`src/rtl/fifo_read_arbiter.sv`:
```
// fifo_read_arbiter: round-robin reader that drains NUM_FIFOS FIFO read ports one word at a time
// into a single registered valid/ready output stream.
module fifo_read_arbiter #(
  parameter int NUM_FIFOS = 4,
  parameter int DATA_WIDTH = 36,
  localparam int SW = $clog2(NUM_FIFOS)
) (
  input  logic                            clk,
  input  logic                            reset,
  input  logic                            enable_i,
  input  logic [NUM_FIFOS-1:0]            fifo_empty_i,
  input  logic [NUM_FIFOS*DATA_WIDTH-1:0] fifo_data_i,
  output logic [NUM_FIFOS-1:0]            fifo_rden_o,
  output logic [DATA_WIDTH-1:0]           data_o,
  output logic [SW-1:0]                   src_o,
  output logic                            valid_o,
  input  logic                            ready_i,
  output logic [15:0]                     xfer_count_o
);
  typedef enum logic [1:0] {IDLE, ISSUE, CAPTURE, HOLD} state_t;
  localparam logic [SW:0] NF = (SW+1)'(NUM_FIFOS);
  state_t r_state, w_next;
  logic [SW-1:0] r_rr, r_win, w_win, w_off;
  logic [NUM_FIFOS-1:0] w_rot;
  logic [SW:0] w_sum, w_inc;
  logic w_any, w_grant;
  // rotate the non-empty mask so bit 0 lines up with rr_ptr; lowest set bit is the winner's offset
  assign w_rot = NUM_FIFOS'({~fifo_empty_i, ~fifo_empty_i} >> r_rr);
  always_comb begin
    w_off = '0;
    for (int i = NUM_FIFOS-1; i >= 0; i--) if (w_rot[i]) w_off = SW'(i);
  end
  assign w_any = |w_rot;
  assign w_sum = {1'b0, r_rr} + {1'b0, w_off};
  assign w_win = w_sum >= NF ? SW'(w_sum - NF) : w_sum[SW-1:0];
  assign w_inc = {1'b0, w_win} + 1'b1;
  assign w_grant = enable_i && w_any && (r_state == IDLE || (r_state == HOLD && ready_i));
  always_comb begin
    w_next = r_state;
    case (r_state)
      IDLE:    w_next = w_grant ? ISSUE : IDLE;
      ISSUE:   w_next = CAPTURE;
      CAPTURE: w_next = HOLD;
      HOLD:    w_next = w_grant ? ISSUE : (ready_i ? IDLE : HOLD);
      default: w_next = IDLE;
    endcase
  end
  always_ff @(posedge clk or negedge reset) begin
    if (!reset) begin
      r_state      <= IDLE;
      r_rr         <= '0;
      r_win        <= '0;
      fifo_rden_o  <= '0;
      data_o       <= '0;
      src_o        <= '0;
      valid_o      <= 1'b0;
      xfer_count_o <= '0;
    end else begin
      r_state     <= w_next;
      fifo_rden_o <= w_grant ? NUM_FIFOS'(1) << w_win : '0;
      if (w_grant) begin
        r_win <= w_win;
        r_rr  <= w_inc == NF ? '0 : w_inc[SW-1:0];
      end
      if (r_state == CAPTURE) begin
        data_o  <= fifo_data_i[r_win*DATA_WIDTH +: DATA_WIDTH];
        src_o   <= r_win;
        valid_o <= 1'b1;
      end
      if (r_state == HOLD && ready_i) begin
        valid_o      <= 1'b0;
        xfer_count_o <= xfer_count_o + 16'd1;
      end
    end
  end
endmodule

```
`config.mk`:
```
export PLATFORM = sky130hd
export DESIGN_NAME = fifo_read_arbiter
export DESIGN_NICKNAME = d
export VERILOG_FILES = /design/src/rtl/fifo_read_arbiter.sv
export SDC_FILE = /design/constraint.sdc
export NUM_CORES = 1
export LEC_CHECK = 0
export BUFFER_PORTS_ARGS = -buffer_cell sky130_fd_sc_hd__buf_2
export CAP_MARGIN = 20
export CORE_MARGIN = 10
export CORE_UTILIZATION = 44
export DETAILED_ROUTE_END_ITERATION = 8
export HOLD_SLACK_MARGIN = 0.03
export PLACE_DENSITY_LB_ADDON = 0.2
export SYNTH_ARGS = -nofsm -noshare
export SYNTH_HDL_FRONTEND = slang
export SYNTH_SLANG_ARGS = --single-unit
```
`constraint.sdc`:
```
create_clock -name clk -period 3.85 [get_ports clk]
set_clock_uncertainty 0.15 [all_clocks]
set_input_delay 0.1925 -clock clk [delete_from_list [all_inputs] [get_ports clk]]
set_output_delay 0.1925 -clock clk [all_outputs]
set_load 0.05 [all_outputs]
```
## After elaboration in Yosys (flattened, before gate mapping)

Index checks and enable logic that the tools add are counted.

| cells by class | value |
|---|---|
| $lt $le $gt $ge | 1 |
| equal/unequal tests | 4 |
| multiplexer cells | 13 |
| shifts and indexed selects | 3 |
| reductions and logical operators | 7 |
| add/sub/neg operators | 4 |
| multiply operators | 1 |
| bitwise operators | 1 |

Operator list:

| cell | number |
|---|---|
| 144-bit by 9-bit indexed part select with 36-bit output | 1 |
| 16-bit by 1-bit adder with 16-bit output, second input constant | 1 |
| 2-bit 2-to-1 mux | 8 |
| 2-bit one-hot mux with 4 select lines | 1 |
| 8-bit by 2-bit >> shifter with 4-bit output | 1 |
| 2-bit by 4-bit multiplier with 6-bit output, second input constant | 1 |
| 2-bit equality test, second input constant | 2 |
| 4-bit 2-to-1 mux | 1 |
| 4-bit NOT | 1 |
| 4-bit OR reduction | 1 |
| 1-bit by 2-bit << shifter with 4-bit output, first input constant | 1 |
| 2-bit by 1-bit adder with 3-bit output, second input constant | 1 |
| 2-bit by 2-bit adder with 3-bit output | 1 |
| 3-bit equality test, second input constant | 1 |
| 3-bit greater-or-equal comparator, second input constant | 1 |
| 1-bit logical AND | 3 |
| 1-bit 2-to-1 mux | 3 |
| 2-bit by 1-bit equality test with 1-bit output, second input constant | 1 |
| 2-bit zero test | 1 |
| 2-bit nonzero test | 1 |
| 2-bit by 1-bit subtractor with 2-bit output, second input constant | 1 |
| 1-bit logical OR | 1 |

| storage, ports and cells | value |
|---|---|
| logic and storage cells | 42 |
| register bits | 65 |
| input port bits | 152 |
| output and inout port bits | 59 |

## Depth between registers and ports, before layout

Gate-level depths: netlist of run 1.

| logic depth | value |
|---|---|
| depth after elaboration | 12 |
| mapped depth | 10 |
| gate-level depth less buffers | 9 |

## Worst setup path before layout of run 1

Ideal clock, no wire load.

| path | value |
|---|---|
| kind | reg-to-reg |
| from | register r_rr[0] |
| to | register r_rr[1] |
| cell stages (with the launch flop) | 11 |
| arrival time | 2448 ps |
| library setup time | 127 ps |
| path slack | 1125 ps |
| path buffers | 1 |
| required time | 3573 ps |
| cells stage by stage | dfrtp_1 -> buf_2 -> nor2b_1 -> a221oi_1 -> a21oi_1 -> a221o_1 -> ha_1 -> xor2_1 -> xnor2_1 -> ha_1 -> mux2_1 |

| between the ends | value |
|---|---|
| cells in the longest elaborated chain, start to end | 11 |
| elaborated cells between the ends (all ways) | 15 |
| classes of those cells | 3 x add/sub; 1 x order compare; 1 x eq/ne; 1 x shift; 6 x mux; 3 x reduce/logical |

RTL lines:

| element | line | RTL |
|---|---|---|
| start, declared | 23 | `logic [SW-1:0] r_rr, r_win, w_win, w_off;` |
| start signal, assigned | 63 | `r_rr <= w_inc == NF ? '0 : w_inc[SW-1:0];` |
| 8-bit by 2-bit >> shifter with 4-bit output | 28 | `assign w_rot = NUM_FIFOS'({~fifo_empty_i, ~fifo_empty_i} >> r_rr);` |
| 2-bit 2-to-1 mux (4 in series) | 31 | `for (int i = NUM_FIFOS-1; i >= 0; i--) if (w_rot[i]) w_off = SW'(i);` |
| 2-bit by 2-bit adder with 3-bit output | 34 | `assign w_sum = {1'b0, r_rr} + {1'b0, w_off};` |
| 3-bit greater-or-equal comparator or 2-bit by 1-bit subtractor with 2-bit output (tied branches) | 35 | `assign w_win = w_sum >= NF ? SW'(w_sum - NF) : w_sum[SW-1:0];` |
| 2-bit 2-to-1 mux | 35 |  |
| 2-bit by 1-bit adder with 3-bit output | 36 | `assign w_inc = {1'b0, w_win} + 1'b1;` |
| 3-bit equality test | 63 |  |
| 2-bit 2-to-1 mux | 63 |  |

Parallel ways exist; a longest one is shown, timed or not.
A chain may end at the register's enable or synchronous reset.

## Worst setup path in the final report of run 1

Ends and elaborated chain as after synthesis.

==> metrics.cfg, run 1 <==
[worst_hold_path]
hold_class = input port to flop

[yosys]
ys_seq_area_share_pct = 45.1
synth_fp_nets = 406
ys_types = 38
synth_top_area_share_pct = 45.1
synth_edf_count = 0
syn_inst = 250
synth_flop_cell = dfrtp_1
synthArstFlopShare_pct = 100
yosysWarnings = 0
netlist_area_um2 = 3610
synthTopCellsByArea = dfrtp_1, mux4_2, mux2_2
ys_seq_elements = 65
yosysTopAreaCell = dfrtp_1
avgSynthCellArea_um2 = 14.4

[global_routing]
grt_pass1_wl_mm = 18.0
antenna_found_initial = 0
grt_max_degree = 39
grt_util_all_layers_pct = 18.2
grt-ovfl-total = 0
grt_pass1_vias = 3428

[status]
outcome = finished clean

[setup_path]
crit_chain = nor2b_1 > a221oi_1 > a21oi_1 > a221o_1 > ha_1 > xor2_1 > xnor2_1 > ha_1 > mux2_1
cp.required_ns = 3.92
cp_top_family = compound AO/OA/AOI/OAI gates
arrival_ns = 2.92
crit_fanout = 10
start_kind = flop
critPathKind = flop to flop
cpMostUsedCell = ha_1
slowest_stage = dfrtp_1
path_buf_inv = 0
cpPeakStageDelay_ns = 0.47
setup.worst_path.end_class = flop

[timing]
hold_violations = 0
final-setup-viol-count = 0
slew_violations = 0
fmax_mhz = 351
rsz0062_at_grt = false
min_period_over_period_pct = 74.0
timing.hold.ws_ns = 0.146
period_needed_ns = 2.85
tightest_slew_ns = 0.934
tns_ns = 0
relSlewSlack_pct = 37.7

[clock_network]
cts_tree = yes
cts_root_buffer = clkbuf_8
htreeDepth = 3
ctsResizeCount = 0
cts_made_buffers = 9
cts_max_path_buffers = 2
cts_sinks = 65
clk_pin_slew_ns = 0.08
clk_latency_ns = 0.33

[drt]
vias_per_cell = 5.33
wl_mm = 11.1
route.detailed.drc = 0
drtIter0Drc = 102
drtPass1Iterations = 5
ant_nets = 0
wire_per_inst_um = 19.5
dr_total_vias = 3035

[die]
dieArea_um2 = 12200
initial_utilization_pct = 46.0
die_h_um = 111
core_um2 = 7850
num_rows = 32
top_level_ports = 211
chipWidth_um = 111

[cells_and_area]
area_delta_synth_final_pct = 38.7
antenna_cells = 0
fin_nets = 618
finish.instance_area_um2 = 5000
final_util_pct = 63.8
drive_gt1_share_pct = 66.6

[placed_design]
gp_congestion = 0.814
placed_cell_area_um2 = 4780
place_hpwl_mm = 9.05
port_buffers = 210

[pwr]
leakage_nw = 2.44
power_mw = 4.36
power_density_nw_per_um2 = 872
ir_drop_mv = 0.532

[job]
max_cap_viol_count = 0

## synthesized netlist by cell type, drive strengths merged (4+ instances only)
cell / n
a21oi: 6
and3: 5
buf: 10
clkbuf: 4
dfrtp: 65
ha: 4
mux2: 40
mux4: 36
nand2: 16
nand4: 5
nor2: 6
nor3: 5
xnor2: 11
xor2: 6
## area by class of cell
| class | count | area, um2 |
|---|---|---|
| Fill cell | 648 | 2840 |
| Multi-Input combinational cell | 168 | 1920 |
| Sequential cell | 65 | 1630 |
| Timing Repair Buffer | 215 | 1110 |
| Clock buffer | 10 | 138 |
| Tap cell | 102 | 128 |
| Clock inverter | 6 | 67.6 |
| Inverter | 3 | 11.3 |
## flip-flops by register name (all words and copies together), names as in the netlist
name          cells
data_o           36
fifo_rden_o       4
r_rr              2
r_state           2
r_win             2
src_o             2
valid_o           1
xfer_count_o     16
## power by group
group	leakage, nW	internal (mW)	switching, mW	total [mW]
logic	1.55	1.02	1.46	2.48
registers	0.794	0.969	0.321	1.29
clock network	0.0985	0.318	0.272	0.589
## stage by stage
step	setup WS, ns	cells
floorplan	1.12	250
global placement	1.09	550
detailed placement	1.01	551
CTS	0.984	569
global route	0.825	569
finish	1.00	569
## kinds of logic (layout without fill, tap and decap cells)
family          count (synthesis)  in the layout  synth area share [%]
mux                            76             76                  35.0
flops                          65             65                  45.1
simple gates                   54             54                  8.26
compound gates                 17             17                  4.20
xor+xnor                       17             17                  4.13
buf+inv                        17            234                  1.98
fa+ha+maj                       4              4                  1.39
## path summary, 6_finish.rpt
check / startpoint / to / slack [ns] / cells past startpoint
max: r_rr[0]$_DFFE_PN0P_ / r_rr[1]$_DFFE_PN0P_ / 1.00 / 9
min: enable_i / r_state[0]$_DFF_PN0_ / 0.15 / 4
max reg2reg: r_rr[0]$_DFFE_PN0P_ / r_rr[1]$_DFFE_PN0P_ / 1.00 / 9
min reg2reg: xfer_count_o[15]$_DFFE_PN0P_ / xfer_count_o[15]$_DFFE_PN0P_ / 0.32 / 1
max in group asynchronous: reset / r_win[1]$_DFFE_PN0P_ / 2.31 / 3
min in group asynchronous: reset / data_o[0]$_DFFE_PN0P_ / 0.33 / 2
## cell usage in the layout, fill, tap and decap left out, types with 2 or more instances in the layout
master / Yosys / layout
mux2_1: 2 / 2
mux2_2: 38 / 38
nor3b_1: 2 / 2
and2_1: 3 / 3
clkinvlp_4: 0 / 2
mux4_2: 36 / 36
and3_1: 5 / 5
a21oi_1: 6 / 6
nor2b_1: 3 / 2
nor2_1: 6 / 6
buf_4: 0 / 2
clkbuf_8: 0 / 10
nand3b_1: 3 / 3
dfrtp_2: 0 / 2
ha_1: 4 / 4
dlygate4sd3_1: 0 / 2
inv_1: 3 / 3
xor2_1: 6 / 6
nand2_1: 16 / 16
xnor2_1: 11 / 11
dfrtp_1: 65 / 63
buf_2: 6 / 210
clkinv_4: 0 / 2
nand4_1: 5 / 5
nor3_1: 5 / 5
## per-layer routing
metal	up-vias	track usage [%]	wire [um]
met2	133	30.9	5770
met1	1497	20.0	4180
li1	1382	-	-
met3	23	6.70	908
met5	-	0	0
met4	0	7.34	267
## worst reg2reg max path, stage by stage, from the launching register on
cell,delay (ns)
dfrtp_1,0.47
nor2b_1,0.20
a221oi_1,0.32
a21oi_1,0.07
a221o_1,0.27
ha_1,0.19
xor2_1,0.32
xnor2_1,0.20
ha_1,0.26
mux2_1,0.29
## repair_timing
| item | CTS | global route |
|---|---|---|
| hold endpoints to repair | 37 | 0 |
| setup buffers | 0 | 0 |
| hold buffers | 2 | 0 |
Note: power is estimated with default switching activity, not from simulation.
==> inputs of run 2 (changes only) <==
==> constraint.sdc (replaced) <==
create_clock -name clk -period 2.9 [get_ports clk]
set_clock_uncertainty 0.15 [all_clocks]
set_input_delay 0.145 -clock clk [delete_from_list [all_inputs] [get_ports clk]]
set_output_delay 0.145 -clock clk [all_outputs]
set_load 0.05 [all_outputs]
==> run 2 against run 1 <==
Via count is 0.86% higher. Design area is 0.85% higher. Combinational power is 37% higher. Hold slack worse by 0.074 ns. Global-route usage is 0.39 points higher. Die area stayed put. Largest cell class unchanged.
==> metrics.cfg, run 2 (synthesis gave the netlist of run 1 again) <==
[setup_path]
critical_path.startpoint = r_rr[0]$_DFFE_PN0P_
slowest_stage = dfrtp_1
crit_fanout = 4  ; -6
cpPeakStageDelay_ns = 0.41  ; -0.06 ns
arrival_ns = 2.74  ; -0.18 ns
start_kind = flop
r2r-start = r_rr[0]$_DFFE_PN0P_
crit_chain = nor2b_1 > a221oi_2 > a21oi_1 > a221o_1 > ha_1 > xor2_2 > xnor2_1 > ha_1 > mux2_1
cpMostUsedCell = ha_1
setup.worst_path.end_class = flop
critPathKind = flop to flop
cp.required_ns = 2.96  ; -0.96 ns

[clock_network]
clk_pin_slew_ns = 0.08  ; about the same
cts_made_buffers = 9  ; unchanged
cts_tree = yes
cts_root_buffer = clkbuf_8
cts_setup_buffers = 0  ; unchanged
clk_latency_ns = 0.34  ; about the same
cts_sinks = 65  ; unchanged
cts_max_path_buffers = 2  ; unchanged
htreeDepth = 3  ; unchanged

[cells_and_area]
antenna_cells = 0  ; unchanged
final_cell_count_no_fill = 574  ; +0.88%
layout_common_cells = buf_2, dfrtp_1, mux2_2, mux4_2, nand2_1
ff_latch_area_um2 = 1630  ; unchanged
drive_gt1_share_pct = 67.4  ; +0.78 points
final_common_cell = buf_2
fin_nets = 623  ; +0.81%
final_util_pct = 64.3  ; +0.54 points
biggestRegsByFlops = data_o (36), xfer_count_o (16), fifo_rden_o (4)
finish.instance_area_um2 = 5050  ; +0.85%
multi_input_area_um2 = 1930  ; +0.72%
max_flop_register = data_o
area_delta_synth_final_pct = 39.9
num-fill-cells = 651  ; +0.46%
largest_reg_flops = 36  ; unchanged

[status]
outcome = finished clean

[drt]
vias_per_cell = 5.33  ; about the same
drtPass1Iterations = 4  ; -1
wl_mm = 11.5  ; +3.2%
dr_total_vias = 3061  ; +0.86%
drtIter0Drc = 86  ; -16%
ant_nets = 0  ; unchanged
route.detailed.drc = 0  ; unchanged
wire_per_inst_um = 20.0  ; +2.3%

[timing]
final-setup-viol-count = 0  ; unchanged
rsz0062_at_grt = false
fmax_mhz = 374  ; +6.4%
postLayoutSetupSlackWorst_ns = 0.224  ; -0.779 ns
tns_ns = 0  ; unchanged
tightest_slew_ns = 0.765  ; -0.169 ns
timing.hold.ws_ns = 0.0724  ; -0.0740 ns
slew_violations = 0  ; unchanged
relSlewSlack_pct = 48.6  ; +11 points
hold_violations = 0  ; unchanged
period_needed_ns = 2.68  ; -0.171 ns
min_period_over_period_pct = 92.3  ; +18 points

[global_routing]
antenna_found_initial = 1  ; +1
grt-ovfl-total = 0  ; unchanged
grt_pass1_wl_mm = 18.6  ; +3.1%
grt_pass1_vias = 3516  ; +2.6%
grt_util_all_layers_pct = 18.6  ; +0.39 points
grt_max_degree = 28  ; -28%

[placed_design]
preCtsSetupSlack_ns = 0.112  ; -0.894 ns
placed_cell_area_um2 = 4810  ; +0.63%
gp_congestion = 0.861  ; +5.8%
port_buffers = 210  ; unchanged
placed_cells = 556  ; +0.91%
place_hpwl_mm = 9.51  ; +5.2%

[die]
top_level_ports = 211  ; unchanged
initial_utilization_pct = 46.0  ; unchanged
chipWidth_um = 111  ; unchanged
dieArea_um2 = 12200  ; unchanged
die_h_um = 111  ; unchanged
core_um2 = 7850  ; unchanged
num_rows = 32  ; unchanged

[pwr]
power_density_nw_per_um2 = 1160  ; +33%
power_mw = 5.84  ; +34%
ir_drop_mv = 0.792  ; +49%
leakage_nw = 2.46  ; +0.83%

[job]
max_cap_viol_count = 0  ; unchanged

[worst_hold_path]
hold_class = input port to asynchronous set/reset pin

run 2: layout make-up:
| class | count | area share (%) |
|---|---|---|
| clock buffer | 10 | 2.73 |
| tap | 102 | 2.53 |
| multi-input combinational | 168 | 38.3 |
| clock inverter | 6 | 1.31 |
| timing repair buffer | 220 | 22.7 |
| sequential | 65 | 32.3 |
| inverter | 3 | 0.223 |
run 2: timing repair:
item / in CTS / in global routing
hold endpoints to repair: 67 / 0
setup endpoints to repair: 0 / 4
hold buffers: 2 / 0
resized for setup: 0 / 2
run 2: path summary, 6_finish.rpt:
kind	cells after the start	slack (ns)	to
max in group asynchronous	3	1.85	r_win[1]$_DFFE_PN0P_
hold reg to reg	1	0.32	xfer_count_o[15]$_DFFE_PN0P_
hold / removal	2	0.07	data_o[34]$_DFFE_PN0P_
setup / recovery	9	0.22	r_rr[1]$_DFFE_PN0P_
setup reg to reg	9	0.22	r_rr[1]$_DFFE_PN0P_
min in group clk	3	0.10	data_o[34]$_DFFE_PN0P_
run 2: layer usage:
metal  wire length, um  vias up  GRT usage (%)
li1                  -     1393              -
met3               914       15           7.46
met1              4200     1519           19.4
met5                13        -              0
met4               138        2           4.84
met2              6210      132           33.6
run 2: report_power, final:
group	internal, mW	switching, mW	leakage (nW)	total, mW
clock network	0.422	0.362	0.0949	0.784
logic	1.38	2.03	1.57	3.40
registers	1.29	0.361	0.794	1.65
run 2: worst max-delay path: cells and delay by family, from the launching register on:
family          cells  cell delay [ns]
flops               1             0.41
xor+xnor            2             0.43
fa+ha+maj           2             0.48
compound gates      3             0.63
mux                 1             0.29
simple gates        1             0.18
==> inputs of run 3 (changes only) <==
--- a/config.mk
+++ b/config.mk
@@ -7,8 +7,10 @@
 export LEC_CHECK = 0
 export BUFFER_PORTS_ARGS = -buffer_cell sky130_fd_sc_hd__buf_2
 export CAP_MARGIN = 20
+export CELL_PAD_IN_SITES_DETAIL_PLACEMENT = 0
+export CELL_PAD_IN_SITES_GLOBAL_PLACEMENT = 1
 export CORE_MARGIN = 10
-export CORE_UTILIZATION = 44
+export CORE_UTILIZATION = 33
 export DETAILED_ROUTE_END_ITERATION = 8
 export HOLD_SLACK_MARGIN = 0.03
 export PLACE_DENSITY_LB_ADDON = 0.2
==> run 3 against run 2 <==
Final cell count up 6.1%. Wire length rose by 1.8%. Setup slack lost 0.047 ns. Combinational power is 2% higher. Design area is 0.87% higher. First-iteration DRC count grew 35%. Utilization decreased by 17 points. Largest cell class unchanged.
==> metrics.cfg, run 3 (synthesis gave the netlist of run 1 again) <==
[status]
outcome = finished clean

[setup_path]
reg2reg_setup_slack_ns = 0.18  ; -0.05 ns
crit_chain = nor2b_1 > a221oi_1 > a21oi_1 > a221o_1 > ha_1 > xor2_2 > a2111oi_4 > or4b_4 > o211a_1
setup.worst_path.end_class = flop
critPathKind = flop to flop
crit_fanout = 5  ; +1
cp_top_family = compound AO/OA/AOI/OAI gates
r2r-start = r_rr[0]$_DFFE_PN0P_
endpoint = r_win[1]$_DFFE_PN0P_
slowest_stage = or4b_4
critical_path.startpoint = r_rr[0]$_DFFE_PN0P_
cpPeakStageDelay_ns = 0.51  ; +0.10 ns
cp_num_cells = 9  ; unchanged
cp.required_ns = 2.97  ; about the same
path_buf_inv = 0  ; unchanged
start_kind = flop
arrival_ns = 2.79  ; +0.05 ns
worst_r2r_path_depth = 9  ; unchanged
rr_endpoint = r_win[1]$_DFFE_PN0P_

[die]
top_level_ports = 211  ; unchanged
core_um2 = 10800  ; +38%
dieArea_um2 = 15500  ; +27%
chipWidth_um = 125  ; +13%
die_h_um = 125  ; +13%
num_rows = 38  ; +19%
initial_utilization_pct = 33.4  ; -13 points

[job]
max_cap_viol_count = 0  ; unchanged

[worst_hold_path]
hold_class = input port to flop
whs_path_depth = 3

[clock_network]
htreeDepth = 3  ; unchanged
cts_made_buffers = 9  ; unchanged
cts_max_path_buffers = 2  ; unchanged
cts_root_buffer = clkbuf_8
clk_latency_ns = 0.33  ; about the same
cts_tree = yes
clk_pin_slew_ns = 0.07  ; about the same
cts_sinks = 65  ; unchanged

[timing]
period_needed_ns = 2.72  ; +0.0469 ns
min_period_over_period_pct = 93.9  ; +1.6 points
rsz0062_at_grt = false
hold_violations = 0  ; unchanged
slew_violations = 0  ; unchanged
tns_ns = 0  ; unchanged
timing.hold.ws_ns = 0.107  ; +0.0344 ns
final-setup-viol-count = 0  ; unchanged
fmax_mhz = 367  ; -1.7%
relSlewSlack_pct = 43.8  ; -4.7 points
tightest_slew_ns = 0.842  ; +0.0770 ns

[cells_and_area]
num-fill-cells = 1020  ; +57%
largest_reg_flops = 36  ; unchanged
finish.instance_area_um2 = 5090  ; +0.87%
drive_gt1_share_pct = 66.5  ; -0.85 points
biggestRegsByFlops = data_o (36), xfer_count_o (16), fifo_rden_o (4)
final_common_cell = buf_2
final_util_pct = 47.2  ; -17 points
area_delta_synth_final_pct = 41.1
layout_common_cells = buf_2, dfrtp_1, mux2_2, mux4_2, nand2_1
antenna_cells = 0  ; unchanged
max_flop_register = data_o
fin_nets = 621  ; -0.32%

[global_routing]
grt_pass1_vias = 3482  ; -0.97%
grt_util_all_layers_pct = 15.0  ; -3.6 points
grt_pass1_wl_mm = 18.9  ; +1.9%
grt_max_degree = 66  ; +140%
grt-ovfl-total = 0  ; unchanged
antenna_found_initial = 0  ; -1

[drt]
dr.max_layer_used = met4
vias_per_cell = 4.95  ; -7.2%
route.detailed.drc = 0  ; unchanged
dr_wl_met2_mm = 5.85  ; -5.8%
ant_nets = 0  ; unchanged
wire_per_inst_um = 19.2  ; -4.1%
wl_met1_mm = 4.75  ; +13%
dr_total_vias = 3015  ; -1.5%
drtIter0Drc = 116  ; +35%
drtPass1Iterations = 4  ; unchanged
routed-wl-met3_um = 930  ; +1.8%
wl_mm = 11.7  ; +1.8%

[placed_design]
placed_cell_area_um2 = 4870  ; +1.2%
place_hpwl_mm = 9.28  ; -2.4%
gp_congestion = 0.835  ; -3.0%
port_buffers = 210  ; unchanged

[pwr]
leakage_nw = 2.46  ; about the same
ir_drop_mv = 0.712  ; -10%
power_density_nw_per_um2 = 1150  ; -0.40%

-- run 3: cell types whose count changed in the layout (fill, tap and decap cells not counted), sizes merged --
cell	delta
clkbuf	+3
clkinv	-1
buf	-2
clkinvlp	-2
inv	-1
-- run 3: worst min-delay path by stage --
stage / startpoint / endpoint
floorplan: reset / data_o[0]$_DFFE_PN0P_
global placement: reset / data_o[11]$_DFFE_PN0P_
detailed placement: reset / data_o[11]$_DFFE_PN0P_
CTS: fifo_data_i[107] / data_o[35]$_DFFE_PN0P_
global route: fifo_data_i[31] / data_o[31]$_DFFE_PN0P_
finish: fifo_data_i[17] / data_o[17]$_DFFE_PN0P_
-- run 3: layer usage --
metal,GRT usage [%],vias to the layer above
li1,-,1392
met1,17.6,1491
met2,25.3,120
met3,5.32,12
met4,3.84,0
met5,0,-
-- run 3: final cells by class --
type | instances | area [um2] | area share, %
clock buffers | 13 | 159 | 3.12
inverters | 3 | 11.3 | 0.221
flip-flops and latches | 65 | 1630 | 32.0
well taps | 140 | 175 | 3.44
repair buffers | 218 | 1150 | 22.7
clock inverters | 2 | 37.5 | 0.737
multi-input cells | 168 | 1920 | 37.8
-- run 3: per-stage QoR --
step / instances / setup slack [ns] / power [mW]
after floorplan: 250 / 0.175 / 4.22
after global placement: 592 / 0.188 / 5.10
after detailed placement: 592 / 0.109 / 5.15
after CTS: 609 / 0.106 / 5.95
after global routing: 609 / 0.0715 / 6.23
final: 609 / 0.177 / 5.86
-- run 3: worst min-delay path, stage by stage --
cell	delay [ns]
buf_2	0.07
mux4_2	0.21
mux2_2	0.13
-- run 3: where the power goes --
part	internal [mW]	total, mW	switching [mW]
clock	0.441	0.777	0.337
sequential	1.29	1.61	0.324
combinational	1.40	3.47	2.07
total	3.13	5.86	2.73
-- run 3: repair_timing --
item                                    CTS  global route
hold endpoints to repair                 67             0
resized for setup                         0             1
hold buffers                              2             0
endpoints found under the setup margin    0             1
buffers inserted                          0             0
